File: config.mk
export PLATFORM = sky130hd
export DESIGN_NAME = fwd_hazard_ctrl
export DESIGN_NICKNAME = d
export VERILOG_FILES = /design/src/rtl/proc_pkg.sv /design/src/rtl/fwd_sel_unit.sv /design/src/rtl/fwd_hazard_ctrl.sv
export SDC_FILE = /design/constraint.sdc
export NUM_CORES = 1
export LEC_CHECK = 0
export CAP_MARGIN = 20
export CORE_UTILIZATION = 56
export CTS_BUF_LIST = sky130_fd_sc_hd__clkbuf_8
export CTS_CLUSTER_DIAMETER = 30
export DETAILED_ROUTE_END_ITERATION = 16
export GPL_TIMING_DRIVEN = 0
export PLACE_DENSITY = 0.83
export SKIP_LAST_GASP = 1
export SYNTH_ARGS = -nofsm -noshare
export SYNTH_HDL_FRONTEND = slang
export SYNTH_HIERARCHICAL = 1
export SYNTH_SLANG_ARGS = --single-unit
File: constraint.sdc
create_clock -name clk -period 2.1 [get_ports clk]
set_input_delay 0.315 -clock clk [delete_from_list [all_inputs] [get_ports clk]]
set_output_delay 0.315 -clock clk [all_outputs]
set_load 0.02 [all_outputs]
File: src/rtl/proc_pkg.sv
// Shared pipeline types and forwarding-select codes for the EX forwarding/hazard control.
package proc_pkg;

    localparam int REG_AW = 5;
    localparam int SEL_W  = 2;

    // Codes line up with the mux33 data inputs d0/d1/d2.
    localparam logic [SEL_W-1:0] FWD_RF  = 2'b00;
    localparam logic [SEL_W-1:0] FWD_WB  = 2'b01;
    localparam logic [SEL_W-1:0] FWD_MEM = 2'b10;

    typedef struct packed {
        logic              v;
        logic [REG_AW-1:0] rs;
        logic [REG_AW-1:0] rt;
        logic [REG_AW-1:0] dst;
        logic              rw;
        logic              ld;
    } ex_slot_t;

    typedef struct packed {
        logic              v;
        logic [REG_AW-1:0] dst;
        logic              rw;
    } wr_slot_t;

    // r0 is hardwired to zero, so a write to it is never a forwarding source.
    function automatic logic slot_hits(input wr_slot_t s, input logic [REG_AW-1:0] src);
        return s.v & s.rw & (s.dst != '0) & (s.dst == src);
    endfunction

endpackage

File: src/rtl/fwd_sel_unit.sv
// Combinational forwarding select for one EX operand; MEM result beats WB result.
module fwd_sel_unit
    import proc_pkg::*;
(
    input  logic              ex_v,
    input  logic [REG_AW-1:0] src,
    input  wr_slot_t          mem_slot,
    input  wr_slot_t          wb_slot,
    output logic [SEL_W-1:0]  sel
);

    always_comb begin
        sel = FWD_RF;
        if (ex_v) begin
            if (slot_hits(mem_slot, src)) begin
                sel = FWD_MEM;
            end else if (slot_hits(wb_slot, src)) begin
                sel = FWD_WB;
            end
        end
    end

endmodule

File: src/rtl/fwd_hazard_ctrl.sv
// EX/MEM/WB destination tracking, operand forwarding selects and load-use stall/flush control.
// Optional statistics counters are enabled by defining FWD_HAZARD_STATS_EN.
module fwd_hazard_ctrl #(
    parameter int REG_AW = 5,
    parameter int SEL_W  = 2
) (
    input  logic              clk,
    input  logic              reset_n,
    input  logic              id_valid,
    input  logic [REG_AW-1:0] id_rs,
    input  logic [REG_AW-1:0] id_rt,
    input  logic [REG_AW-1:0] id_dst,
    input  logic              id_regwrite,
    input  logic              id_load,
    input  logic              id_uses_rs,
    input  logic              id_uses_rt,
    input  logic              branch_flush,
    input  logic              mem_stall,
    output logic [SEL_W-1:0]  fwd_a_s,
    output logic [SEL_W-1:0]  fwd_b_s,
    output logic              stall_f,
    output logic              stall_d,
    output logic              flush_e
`ifdef FWD_HAZARD_STATS_EN
    ,
    output logic [15:0]       stat_stall_cnt,
    output logic [15:0]       stat_fwd_mem_cnt,
    output logic [15:0]       stat_fwd_wb_cnt
`endif
);
    import proc_pkg::*;

    ex_slot_t ex_q, ex_d;
    wr_slot_t mem_q, mem_d;
    wr_slot_t wb_q, wb_d;

    logic load_use;
    logic stall_c, flush_c;

    assign load_use = id_valid & ex_q.v & ex_q.ld & (ex_q.dst != '0) &
                      ((id_uses_rs & (id_rs == ex_q.dst)) |
                       (id_uses_rt & (id_rt == ex_q.dst)));

    always_comb begin
        ex_d    = ex_q;
        mem_d   = mem_q;
        wb_d    = wb_q;
        stall_c = 1'b0;
        flush_c = 1'b0;
        if (mem_stall) begin
            stall_c = 1'b1;
        end else begin
            mem_d = '{v: ex_q.v, dst: ex_q.dst, rw: ex_q.rw};
            wb_d  = mem_q;
            // A taken branch kills the decode instruction, which also cancels any load-use stall on it.
            if (branch_flush) begin
                flush_c = 1'b1;
                ex_d    = '0;
            end else if (load_use) begin
                stall_c = 1'b1;
                flush_c = 1'b1;
                ex_d    = '0;
            end else begin
                ex_d = '{v: id_valid, rs: id_rs, rt: id_rt, dst: id_dst,
                         rw: id_regwrite, ld: id_load};
            end
        end
    end

    always_ff @(posedge clk or negedge reset_n) begin
        if (!reset_n) begin
            ex_q  <= '0;
            mem_q <= '0;
            wb_q  <= '0;
        end else begin
            ex_q  <= ex_d;
            mem_q <= mem_d;
            wb_q  <= wb_d;
        end
    end

    // mem_stall is a raw input, so the controls are masked to stay quiet during reset.
    assign stall_f = reset_n & stall_c;
    assign stall_d = reset_n & stall_c;
    assign flush_e = reset_n & flush_c;

    fwd_sel_unit u_fwd_a (
        .ex_v     (ex_q.v),
        .src      (ex_q.rs),
        .mem_slot (mem_q),
        .wb_slot  (wb_q),
        .sel      (fwd_a_s)
    );

    fwd_sel_unit u_fwd_b (
        .ex_v     (ex_q.v),
        .src      (ex_q.rt),
        .mem_slot (mem_q),
        .wb_slot  (wb_q),
        .sel      (fwd_b_s)
    );

`ifdef FWD_HAZARD_STATS_EN
    logic [15:0] stall_cnt_q, stall_cnt_d;
    logic [15:0] mem_cnt_q, mem_cnt_d;
    logic [15:0] wb_cnt_q, wb_cnt_d;

    function automatic logic [15:0] sat_inc(input logic [15:0] c, input logic en);
        return (en && (c != 16'hFFFF)) ? c + 16'd1 : c;
    endfunction

    always_comb begin
        stall_cnt_d = stall_cnt_q;
        mem_cnt_d   = mem_cnt_q;
        wb_cnt_d    = wb_cnt_q;
        if (!mem_stall) begin
            stall_cnt_d = sat_inc(stall_cnt_q, load_use & ~branch_flush);
            mem_cnt_d   = sat_inc(mem_cnt_q, (fwd_a_s == FWD_MEM) | (fwd_b_s == FWD_MEM));
            wb_cnt_d    = sat_inc(wb_cnt_q, (fwd_a_s == FWD_WB) | (fwd_b_s == FWD_WB));
        end
    end

    always_ff @(posedge clk or negedge reset_n) begin
        if (!reset_n) begin
            stall_cnt_q <= '0;
            mem_cnt_q   <= '0;
            wb_cnt_q    <= '0;
        end else begin
            stall_cnt_q <= stall_cnt_d;
            mem_cnt_q   <= mem_cnt_d;
            wb_cnt_q    <= wb_cnt_d;
        end
    end

    assign stat_stall_cnt   = stall_cnt_q;
    assign stat_fwd_mem_cnt = mem_cnt_q;
    assign stat_fwd_wb_cnt  = wb_cnt_q;
`endif

endmodule
Word-level counts from Yosys, hierarchy flattened

Cells that the tools add are included.

Equality and inequality tests: 6
Multiplexer cells: 13
Bitwise gates (word level): 17
Reductions and logical operators: 3

Operators with widths:

| cell                | number |
|---|---|
| 18-bit two-way mux  | 2 |
| 5-bit equality test | 6 |
| 1-bit bitwise AND   | 16 |
| 5-bit nonzero test  | 3 |
| 2-bit two-way mux   | 4 |
| 1-bit two-way mux   | 7 |
| 1-bit bitwise OR    | 1 |

Register bits: 32
Input bits: 24
Output and inout bits: 7
Word-level logic and storage cells: 51

Longest topological paths before layout

Gate-level depths: netlist of run 1.

Word-level depth: 8
Depth in mapped cells: 6
Mapped depth without buffers: 4

Cells and area by module

The synthesis of run 1 kept the hierarchy.

By module, submodules not included:

| module          | times used | cells each | area an instance (um^2) | sequential area each (um^2) |
|---|---|---|---|---|
| fwd_hazard_ctrl | 1          | 157        | 1687.9                  | 800.8 |
| fwd_sel_unit    | 2          | 23         | 175.2                   | 0.0 |

Worst setup path after synthesis of run 1

No wires, ideal clock.

Kind: reg-to-output
Start: register ex_q[3] (netlist name)
End: output port stall_f
Arrival: 1.746 ns
Required time: 1.785 ns
Setup slack: 0.039 ns
Stages on the path, launching flop included: 7
Buffers on the path: 2
Cells stage by stage: dfrtp_1 > or4_1 > o21ai_1 > buf_4 > nor3b_1 > a22o_1 > buf_4

Longest elaborated chain between the ends: 8
Elaborated cells on any way between the ends: 12
Those cells by class: 2 x eq/ne; 3 x mux; 6 x bitwise; 1 x reduce/logical

Ends and longest elaborated chain:

| item                                          | RTL line                                     | text |
|---|---|---|
| start, declared                               | fwd_hazard_ctrl.sv:33                        | `ex_slot_t ex_q, ex_d;` |
| start signal, assigned                        | fwd_hazard_ctrl.sv:72                        | `ex_q <= '0;` |
| start signal, assigned                        | fwd_hazard_ctrl.sv:76                        | `ex_q <= ex_d;` |
| 5-bit equality test, on equally long branches | fwd_hazard_ctrl.sv:41, fwd_hazard_ctrl.sv:42 |  |
| 1-bit bitwise AND, on equally long branches   | fwd_hazard_ctrl.sv:41, fwd_hazard_ctrl.sv:42 |  |
| 1-bit bitwise OR                              | fwd_hazard_ctrl.sv:41                        | `((id_uses_rs & (id_rs == ex_q.dst)) \|` |
| 1-bit bitwise AND (*)                         | fwd_hazard_ctrl.sv:40                        | `assign load_use = id_valid & ex_q.v & ex_q.ld & (ex_q.dst != '0) &` |
| 1-bit two-way mux (*)                         | fwd_hazard_ctrl.sv:59                        | `end else if (load_use) begin` |
| 1-bit two-way mux (*)                         | fwd_hazard_ctrl.sv:56                        | `if (branch_flush) begin` |
| 1-bit two-way mux (*)                         | fwd_hazard_ctrl.sv:50                        | `if (mem_stall) begin` |
| 1-bit bitwise AND (*)                         | -                                            |  |
| end, declared                                 | fwd_hazard_ctrl.sv:21                        | `output logic stall_f,` |

Every way passes the cells marked *; elsewhere a longest branch is shown, timed or not.

Worst setup path after layout of run 1

Start: register ex_q[4] (netlist name)
End: output port flush_e

Longest elaborated chain between the ends: 8
Elaborated cells on any way between the ends: 12
Those cells by class: 2 x eq/ne; 3 x mux; 6 x bitwise; 1 x reduce/logical

Ends and longest elaborated chain:

| item                                          | RTL line                                     | text |
|---|---|---|
| 5-bit equality test, on equally long branches | fwd_hazard_ctrl.sv:41, fwd_hazard_ctrl.sv:42 |  |
| 1-bit bitwise AND, on equally long branches   | fwd_hazard_ctrl.sv:41, fwd_hazard_ctrl.sv:42 |  |
| 1-bit bitwise OR                              | fwd_hazard_ctrl.sv:41                        |  |
| 1-bit bitwise AND (*)                         | fwd_hazard_ctrl.sv:40                        |  |
| 1-bit two-way mux (*)                         | fwd_hazard_ctrl.sv:59                        |  |
| 1-bit two-way mux (*)                         | fwd_hazard_ctrl.sv:56                        |  |
| 1-bit two-way mux (*)                         | fwd_hazard_ctrl.sv:50                        |  |
| 1-bit bitwise AND (*)                         | fwd_hazard_ctrl.sv:85                        | `assign flush_e = reset_n & flush_c;` |
| end, declared                                 | fwd_hazard_ctrl.sv:23                        | `output logic flush_e` |

Marked as above.

==> flow_metrics.tcl, run 1 <==
set metrics [dict create \
    rsz0062_at_grt "true" \
    grt_usage 0.288 \
    peakVddDrop_mv 0.409 \
    cap_violations 0 \
    drtIter0Drc 132 \
    seq_area_frac_synth 0.393 \
    relSlewSlack 0.482 \
    synth_top_area_frac 0.393 \
    setup_ws_ns -0.268 \
    syn_avg_cell_area_um2 10.0 \
    crit_path_max_fanout 3 \
    fin_crit_ns 2.37 \
    synth_top_area_cell "dfrtp_1" \
    wl_per_cell_um 17.8 \
    clock_path_buffers 2 \
    ys_types 29 \
    ios 31 \
    grt_max_degree 37 \
    die_h_um 62.3 \
    ctsHoldBuffers 0 \
    ys_warn_count 6 \
    cts_tree "yes" \
    overflow 0 \
    area_growth_pct 30.7 \
    firstDrtPassIters 4 \
    antenna_cells 0 \
    p_per_area_nw_per_um2 745 \
    drc 0 \
    synthCells 203 \
    final_hold_viol_count 0 \
    num-fill-cells 228 \
    portBuffers 28 \
    fmax_mhz 422 \
    cp.required_ns 1.78 \
    async_flop_share 1.00 \
    whs_ns 0.103 \
    dieArea_um2 3890 \
    place_area_um2 2370 \
    synthFlopType "dfrtp_1" \
    setup_tns_ns -0.801 \
    root_buffer "clkbuf_8" \
    status "complete, but fails checks" \
    ctsHtreeMaxLevel 2 \
    dp_cells 277 \
    yosysMostFrequentCell "dfrtp_1" \
    fin_crit_sh 1.13 \
    clock_sinks 32 \
    vias 1796 \
    antenna_found_initial 0 \
    rows 21 \
    core_area_um2 3420 \
    syn_nets 227 \
    hpwlAfterDp_um 3350 \
    cts_buffers 5 \
    critPathKind "flip-flop to output port" \
    grt_pass1_vias 1698 \
    final_layout_size_suffix_gt1_frac 0.278 \
    chipWidth_um 62.3 \
    clock_skew_ns 0.00676 \
    p_leak_uw 0.00103 \
    start_util 0.597 \
    worst_slew_pin_slew_ns 0.777 \
    grt_pass1_wl_um 8540 \
    synth_area_um2 2040 \
    wl_um 5310 \
    vias_per_cell 6.03 \
    violations "negative setup slack" \
    synth_common_cells "dfrtp_1, nor3b_1, o21ai_0, a22oi_1, nand3b_1" \
    crit_arrival_ns 2.05 \
    ys_ff_latch 32 \
    start_kind "flip-flop" \
    nets 275 \
    synthTopCellsByArea "dfrtp_1, mux2_2, nor3b_1, a22oi_1, nand3b_1" \
    gp_congestion 0.854 \
    fin_area_um2 2660 \
    synth_edf_count 0 \
    drtAntennaViolNets 0 \
    maxSlewViolCount 0 \
    clk_pin_slew_ns 0.07 \
    hp-class "input pin to async pin" \
    clock_latency_ns 0.28 \
    setup_viol 5 \
    final-instance-count-excl-fill 298 \
    critPathCaptureType "output port" \
]
## metal layers
layer  routed length [µm]  GRT usage
met1                 2350      0.386
met2                 2620      0.464
met3                  255     0.0551
met4                   82      0.102
met5                    0          0
## final timing paths
kind                            endpoint  slack, ns  cells after the start  startpoint
worst max-delay path             flush_e      -0.27                      7     ex_q[4]
worst min-delay path             ex_q[2]       0.10                      1     reset_n
worst max register to register  ex_q[10]       0.35                      6     ex_q[4]
worst min register to register  mem_q[0]       0.53                      1     ex_q[1]
max in group asynchronous        wb_q[3]       1.45                      1     reset_n
min in group clk                mem_q[0]       0.53                      1     ex_q[1]
## cell usage in the layout, fill, tap and decap left out, drive strengths merged, types with 5 or more instances in the layout
cell type	Yosys	routed
nand3b	17	17
a22oi	17	17
xor2	12	12
dfrtp	32	32
mux2	14	14
clkbuf	12	17
clkdlybuf4s50	0	20
xnor2	14	14
nor3b	21	21
nand2	5	5
nor2	5	5
o21ai	19	19
buf	4	25
## metrics by stage
| step | total power (µW) | utilization | setup WS [ns] |
|---|---|---|---|
| after global placement | 1280 | 0.696 | -1.25 |
| final | 1980 | 0.780 | -0.268 |
| after global routing | 2080 | 0.780 | -0.309 |
| after floorplan | 1130 | - | 0.0395 |
| after CTS | 1950 | 0.764 | -0.274 |
| after detailed placement | 1290 | 0.694 | -0.812 |
## cell families (layout without fill, tap and decap cells)
logic type,after synthesis,count (layout),synth area share
compound gates,46,46,0.144
simple gates,64,64,0.212
buf+inv,21,70,0.0436
flops,32,32,0.393
xor+xnor,26,26,0.130
mux,14,14,0.0773
## sequential cells by signal, indices dropped and copies added (netlist names)
name and flops:
mem_q 7, wb_q 7, ex_q 18
## power by group
| part | internal, µW | switching (µW) | leakage [µW] |
|---|---|---|---|
| Sequential | 716 | 144 | 0.000386 |
| Clock | 351 | 243 | 0.0000541 |
| Combinational | 302 | 229 | 0.000586 |
| Total | 1370 | 616 | 0.00103 |
## critical path, cell delays in order (launching register included)
cell and delay, ns:
dfrtp_2 0.43, or4_4 0.53, o21ai_4 0.16, buf_6 0.14, buf_6 0.09, nor3b_2 0.04
a32o_2 0.25, buf_6 0.13
## final cells by class
cell class	instances	area (µm²)	share of cell area
multi-input combinational	150	1200	0.452
sequential	32	811	0.304
timing repair buffer	41	384	0.144
buffer	16	77.6	0.0291
clock buffer	5	68.8	0.0258
tap	46	57.6	0.0216
clock inverter	3	42.5	0.0160
inverter	5	18.8	0.00705
## what timing repair did
action / CTS / global route
endpoints found under the setup margin: 7 / 7
gates resized for setup: 44 / 13
pin swaps: 9 / 5
setup buffers: 10 / 3
Power figures use the tool's default switching activity.
==> run 2: changes to the inputs <==
--- a/config.mk
+++ b/config.mk
@@ -11,7 +11,7 @@
 export CTS_CLUSTER_DIAMETER = 30
 export DETAILED_ROUTE_END_ITERATION = 16
 export GPL_TIMING_DRIVEN = 0
-export PLACE_DENSITY = 0.83
+export PLACE_DENSITY = 0.79
 export SKIP_LAST_GASP = 1
 export SYNTH_ARGS = -nofsm -noshare
 export SYNTH_HDL_FRONTEND = slang
==> run 2 against run 1 <==
- utilization is 1.6 points higher
- clock skew decreased by 0.0017 ns
- the run still ends with negative setup slack left
- register-to-register slack got worse by 0.49 ns
- total power rose by 3.3%
==> flow_metrics.tcl, run 2 (same netlist as run 1, synthesis figures left out) <==
set metrics [dict create \
    grt_usage 0.314 \
    p_int_uw 1440 \
    hp-class "input pin to async pin" \
    rows 21 \
    p_clk_frac 0.316 \
    clock_skew_ns 0.00505 \
    root_buffer "clkbuf_8" \
    p_sw_uw 614 \
    cts_tree "yes" \
    critPathCaptureType "output port" \
    dieArea_um2 3890 \
    cp.required_ns 1.78 \
    setup_viol 15 \
    gp_congestion 0.866 \
    vias 1863 \
    drtIter0Drc 102 \
    largestRegisters "ex_q: 18 flops, mem_q: 7 flops, wb_q: 7 flops" \
    peakVddDrop_mv 0.449 \
    maxSlewViolCount 0 \
    grt_pass1_wl_um 9410 \
    largest_register_ffs 18 \
    clk_pin_slew_ns 0.07 \
    p_per_area_nw_per_um2 754 \
    clock_path_buffers 2 \
    wl_um 5530 \
    overflow 0 \
    area_growth_pct 33.3 \
    ctsHtreeMaxLevel 2 \
    largest-register "ex_q" \
    fin_crit_sh 1.12 \
    p_seq_frac 0.419 \
    die_h_um 62.3 \
    fmax_mhz 424 \
    worst_slew_pin_slew_ns 0.756 \
    final-instance-count-excl-fill 303 \
    start_kind "flip-flop" \
    crit_arrival_ns 2.04 \
    final_cell_mix "dfrtp_1, buf_4, clkdlybuf4s50_1" \
    status "complete, but fails checks" \
    cap_violations 0 \
    multi_input_area_um2 1220 \
    cp-startpoint "ex_q[3]" \
    clock_latency_ns 0.29 \
    place_ws_ns -0.811 \
    grt_max_degree 37 \
    antenna_found_initial 0 \
    relSlewSlack 0.496 \
    antenna_cells 0 \
    ios 31 \
    p_leak_uw 0.00106 \
    crit_path_max_fanout 4 \
    drtAntennaViolNets 0 \
    final_layout_size_suffix_gt1_frac 0.304 \
    wl_per_cell_um 18.2 \
    drc 0 \
    hpwlAfterDp_um 3600 \
    combPwrFrac 0.265 \
    setup_ws_ns -0.259 \
    vias_per_cell 6.15 \
    portBuffers 28 \
    num-fill-cells 225 \
    fin_crit_ns 2.36 \
    r2r_start "ex_q[3]" \
    p_sw_frac 0.300 \
    clock_sinks 32 \
    firstDrtPassIters 4 \
    final_common_cell "dfrtp_1" \
    ctsHoldBuffers 0 \
    violations "negative setup slack" \
    chipWidth_um 62.3 \
    nets 280 \
    grt_pass1_vias 1900 \
    cts_buffers 5 \
    core_area_um2 3420 \
    dp_cells 277 \
    final_hold_viol_count 0 \
    rsz0062_at_grt "true" \
    register_area_um2 811 \
    start_util 0.597 \
    critPathKind "flip-flop to output port" \
]
run 2: per-layer routing:
layer	up-vias	routed length (µm)	global-route usage
met5	-	0	0
met4	0	115	0.116
met3	12	350	0.0607
met2	75	2730	0.512
met1	920	2330	0.414
li1	856	-	-
run 2: worst paths after layout:
kind,to,slack [ns],depth (start not counted)
max reg2reg,ex_q[4],-0.14,12
min in group clk,mem_q[0],0.53,1
max in group asynchronous,ex_q[12],1.47,1
min,wb_q[0],0.1,1
max,stall_f,-0.26,7
min reg2reg,mem_q[0],0.53,1
run 2: power by group through the flow:
stage | sequential, µW | combinational (µW) | clock [µW]
after floorplan | 830 | 300 | 0
after global placement | 868 | 403 | 0
after detailed placement | 875 | 417 | 0
after CTS | 850 | 499 | 654
after global routing | 875 | 592 | 684
final | 859 | 544 | 647
run 2: timing repair:
item                       CTS  global route
gates resized for setup     47            16
setup endpoints to repair    7            17
buffers inserted            17             2
gates cloned                 0             0
pin swaps                   10             9
run 2: per-stage QoR:
step                 util  area (µm²)  setup TNS (ns)  power (µW)  hold slack [ns]
floorplan               -        2040               0        1130           0.0194
global placement    0.696        2380           -3.95        1270            0.493
detailed placement  0.694        2370           -2.79        1290            0.430
CTS                 0.778        2660           -2.64        2000            0.123
global route        0.796        2720           -3.32        2150            0.167
finish              0.796        2720           -1.90        2050           0.0950
run 2: layout make-up:
class / instances / share of cell area
Buffer: 15 / 0.0267
Clock buffer: 7 / 0.0355
Tap cell: 46 / 0.0212
Timing Repair Buffer: 47 / 0.150
Multi-Input combinational cell: 150 / 0.451
Inverter: 5 / 0.00691
Clock inverter: 1 / 0.0110
Sequential cell: 32 / 0.298
run 2: worst max-delay path, cell delays in order (launching register included):
cell and delay [ns]:
dfrtp_2 0.41, or4_4 0.54, o21ai_4 0.15, buf_6 0.13, nor3b_2 0.04, a22o_1 0.22
buf_4 0.13, buf_6 0.12
==> run 3: changes to the inputs <==
--- a/config.mk
+++ b/config.mk
@@ -6,12 +6,13 @@
 export NUM_CORES = 1
 export LEC_CHECK = 0
 export CAP_MARGIN = 20
-export CORE_UTILIZATION = 56
+export CORE_UTILIZATION = 60
 export CTS_BUF_LIST = sky130_fd_sc_hd__clkbuf_8
 export CTS_CLUSTER_DIAMETER = 30
 export DETAILED_ROUTE_END_ITERATION = 16
 export GPL_TIMING_DRIVEN = 0
-export PLACE_DENSITY = 0.79
+export PLACE_DENSITY = 0.84
+export SKIP_CTS_REPAIR_TIMING = 1
 export SKIP_LAST_GASP = 1
 export SYNTH_ARGS = -nofsm -noshare
 export SYNTH_HDL_FRONTEND = slang
==> constraint.sdc (replaced) <==
create_clock -name clk -period 2.8 [get_ports clk]
set_input_delay 0.42 -clock clk [delete_from_list [all_inputs] [get_ports clk]]
set_output_delay 0.42 -clock clk [all_outputs]
set_load 0.02 [all_outputs]
==> run 3 against run 2 <==
- the flow now finishes without violations
- design area decreased by 7.7%
- global-route usage rose by 1.3 points
- count of clock-buffer cells in the layout stayed put
- clock power is 25% lower
- register-to-register slack improved by 1.2 ns
- utilization rose by 0.64 points
- sequential cell count is the same
- setup slack gained 0.34 ns
- cell count down 6.6%
- critical path type unchanged
- highest routed layer unchanged
==> flow_metrics.tcl, run 3 (same netlist as run 1, synthesis figures left out) <==
set metrics [dict create \
    largest-register "ex_q" \
    cpMaxStageDelayCell "or4_1" \
    crit_path_max_fanout 10 \
    cp_slowest_stage_delay_ns 0.54 \
    final-instance-count-excl-fill 283 \
    clock_skew_ns 0.00443 \
    p_per_area_nw_per_um2 585 \
    peakVddDrop_mv 0.363 \
    dieArea_um2 3630 \
    hpwlAfterDp_um 3760 \
    dp_cells 275 \
    cp.depth 7 \
    crit_family "simple AND/OR/NAND/NOR gates" \
    ctsHtreeMaxLevel 2 \
    root_buffer "clkbuf_8" \
    antenna_cells 0 \
    vias 1813 \
    p_int_uw 1020 \
    cap_violations 0 \
    largestRegisters "ex_q: 18 flops, mem_q: 7 flops, wb_q: 7 flops" \
    p_leak_uw 0.00102 \
    antenna_found_initial 0 \
    rr_worst_depth 5 \
    setup_tns_ns 0 \
    final_cell_mix "dfrtp_1, clkdlybuf4s50_1, nor3b_1" \
    start_util 0.652 \
    cpMostUsedCell "buf_4" \
    clk_pin_slew_ns 0.06 \
    clock_latency_ns 0.28 \
    rows 20 \
    wl_per_cell_um 19.4 \
    chipWidth_um 60.3 \
    start_kind "flip-flop" \
    p_sw_frac 0.302 \
    cts_buffers 5 \
    grt_pass1_wl_um 8360 \
    status "finished clean" \
    cp.required_ns 2.38 \
    final_layout_size_suffix_gt1_frac 0.134 \
    setup_ws_ns 0.0847 \
    final_hold_viol_count 0 \
    fmax_mhz 368 \
    area_growth_pct 23.1 \
    cts_tree "yes" \
    crit_arrival_ns 2.30 \
    ios 31 \
    wl_um 5490 \
    clock_sinks 32 \
    die_h_um 60.3 \
    drtAntennaViolNets 0 \
    crit_buf_inv 3 \
    utilization 0.802 \
    final_common_cell "dfrtp_1" \
    overflow 0 \
    nets 262 \
    power_uw 1470 \
    critPathKind "flip-flop to output port" \
    critPathCaptureType "output port" \
    p_sw_uw 443 \
    firstDrtPassIters 4 \
    worst_slew_pin_slew_ns 0.767 \
    clock_path_buffers 2 \
    fin_crit_ns 2.72 \
    p_clk_frac 0.329 \
    drc 0 \
    fin_crit_sh 0.970 \
    maxSlewViolCount 0 \
    hp-class "input pin to async pin" \
    grt_usage 0.327 \
    grt_pass1_vias 1729 \
    drtIter0Drc 151 \
    place_ws_ns -0.338 \
    p_seq_frac 0.448 \
    portBuffers 28 \
    largest_register_ffs 18 \
    vias_per_cell 6.41 \
    rsz0062_at_grt "true" \
    setup_viol 0 \
    gp_congestion 0.884 \
    crit_chain "or4_1, o21ai_1, buf_4, nor3b_1, a22o_1, buf_4, dlymetal6s2s_1" \
    grt_max_degree 37 \
    relSlewSlack 0.489 \
    core_area_um2 3130 \
    combPwrFrac 0.223 \
]
run 3: cell types whose count changed in the layout (fill, tap and decap cells not counted), moves of 3 or more:
cell / change
buf_4: -21
buf_6: -4
dfrtp_1: +8
dfrtp_2: -8
dlymetal6s2s_1: +5
xnor2_1: +3
xnor2_2: -3
run 3: final cells by class:
| class | count | area (µm²) |
|---|---|---|
| timing repair buffer | 28 | 288 |
| inverter | 5 | 18.8 |
| fill | 184 | 619 |
| tap | 44 | 55.1 |
| clock buffer | 7 | 96.3 |
| clock inverter | 1 | 30.0 |
| multi-input combinational | 150 | 1150 |
| buffer | 16 | 71.3 |
| sequential | 32 | 801 |
run 3: metrics by stage:
step | cell area, µm² | hold WS (ns)
6_report | 2510 | 0.210
4_1_cts | 2490 | 0.224
3_3_place_gp | 2370 | 0.492
2_1_floorplan | 2040 | 0.124
3_5_place_dp | 2370 | 0.515
5_1_grt | 2510 | 0.250
run 3: metal layers:
| layer | GRT usage | share of wire |
|---|---|---|
| met4 | 0.110 | 0.024 |
| met1 | 0.398 | 0.40 |
| met5 | 0 | 0 |
| met2 | 0.564 | 0.51 |
| met3 | 0.0736 | 0.071 |
run 3: final timing paths:
| check | start | endpoint | slack (ns) |
|---|---|---|---|
| worst max-delay path | ex_q[3] | stall_f | 0.08 |
| worst min-delay path | reset_n | wb_q[0] | 0.21 |
| worst max register to register | ex_q[3] | ex_q[8] | 1.03 |
| worst min register to register | ex_q[1] | mem_q[0] | 0.52 |
| max in group asynchronous | reset_n | ex_q[16] | 2.11 |
| min in group clk | ex_q[1] | mem_q[0] | 0.52 |
run 3: power groups by stage:
| stage | combinational, µW | sequential, µW | clock [µW] |
|---|---|---|---|
| CTS | 324 | 653 | 488 |
| finish | 327 | 657 | 483 |
| global route | 352 | 664 | 513 |
| detailed placement | 319 | 661 | 0 |
| floorplan | 225 | 623 | 0 |
| global placement | 302 | 650 | 0 |
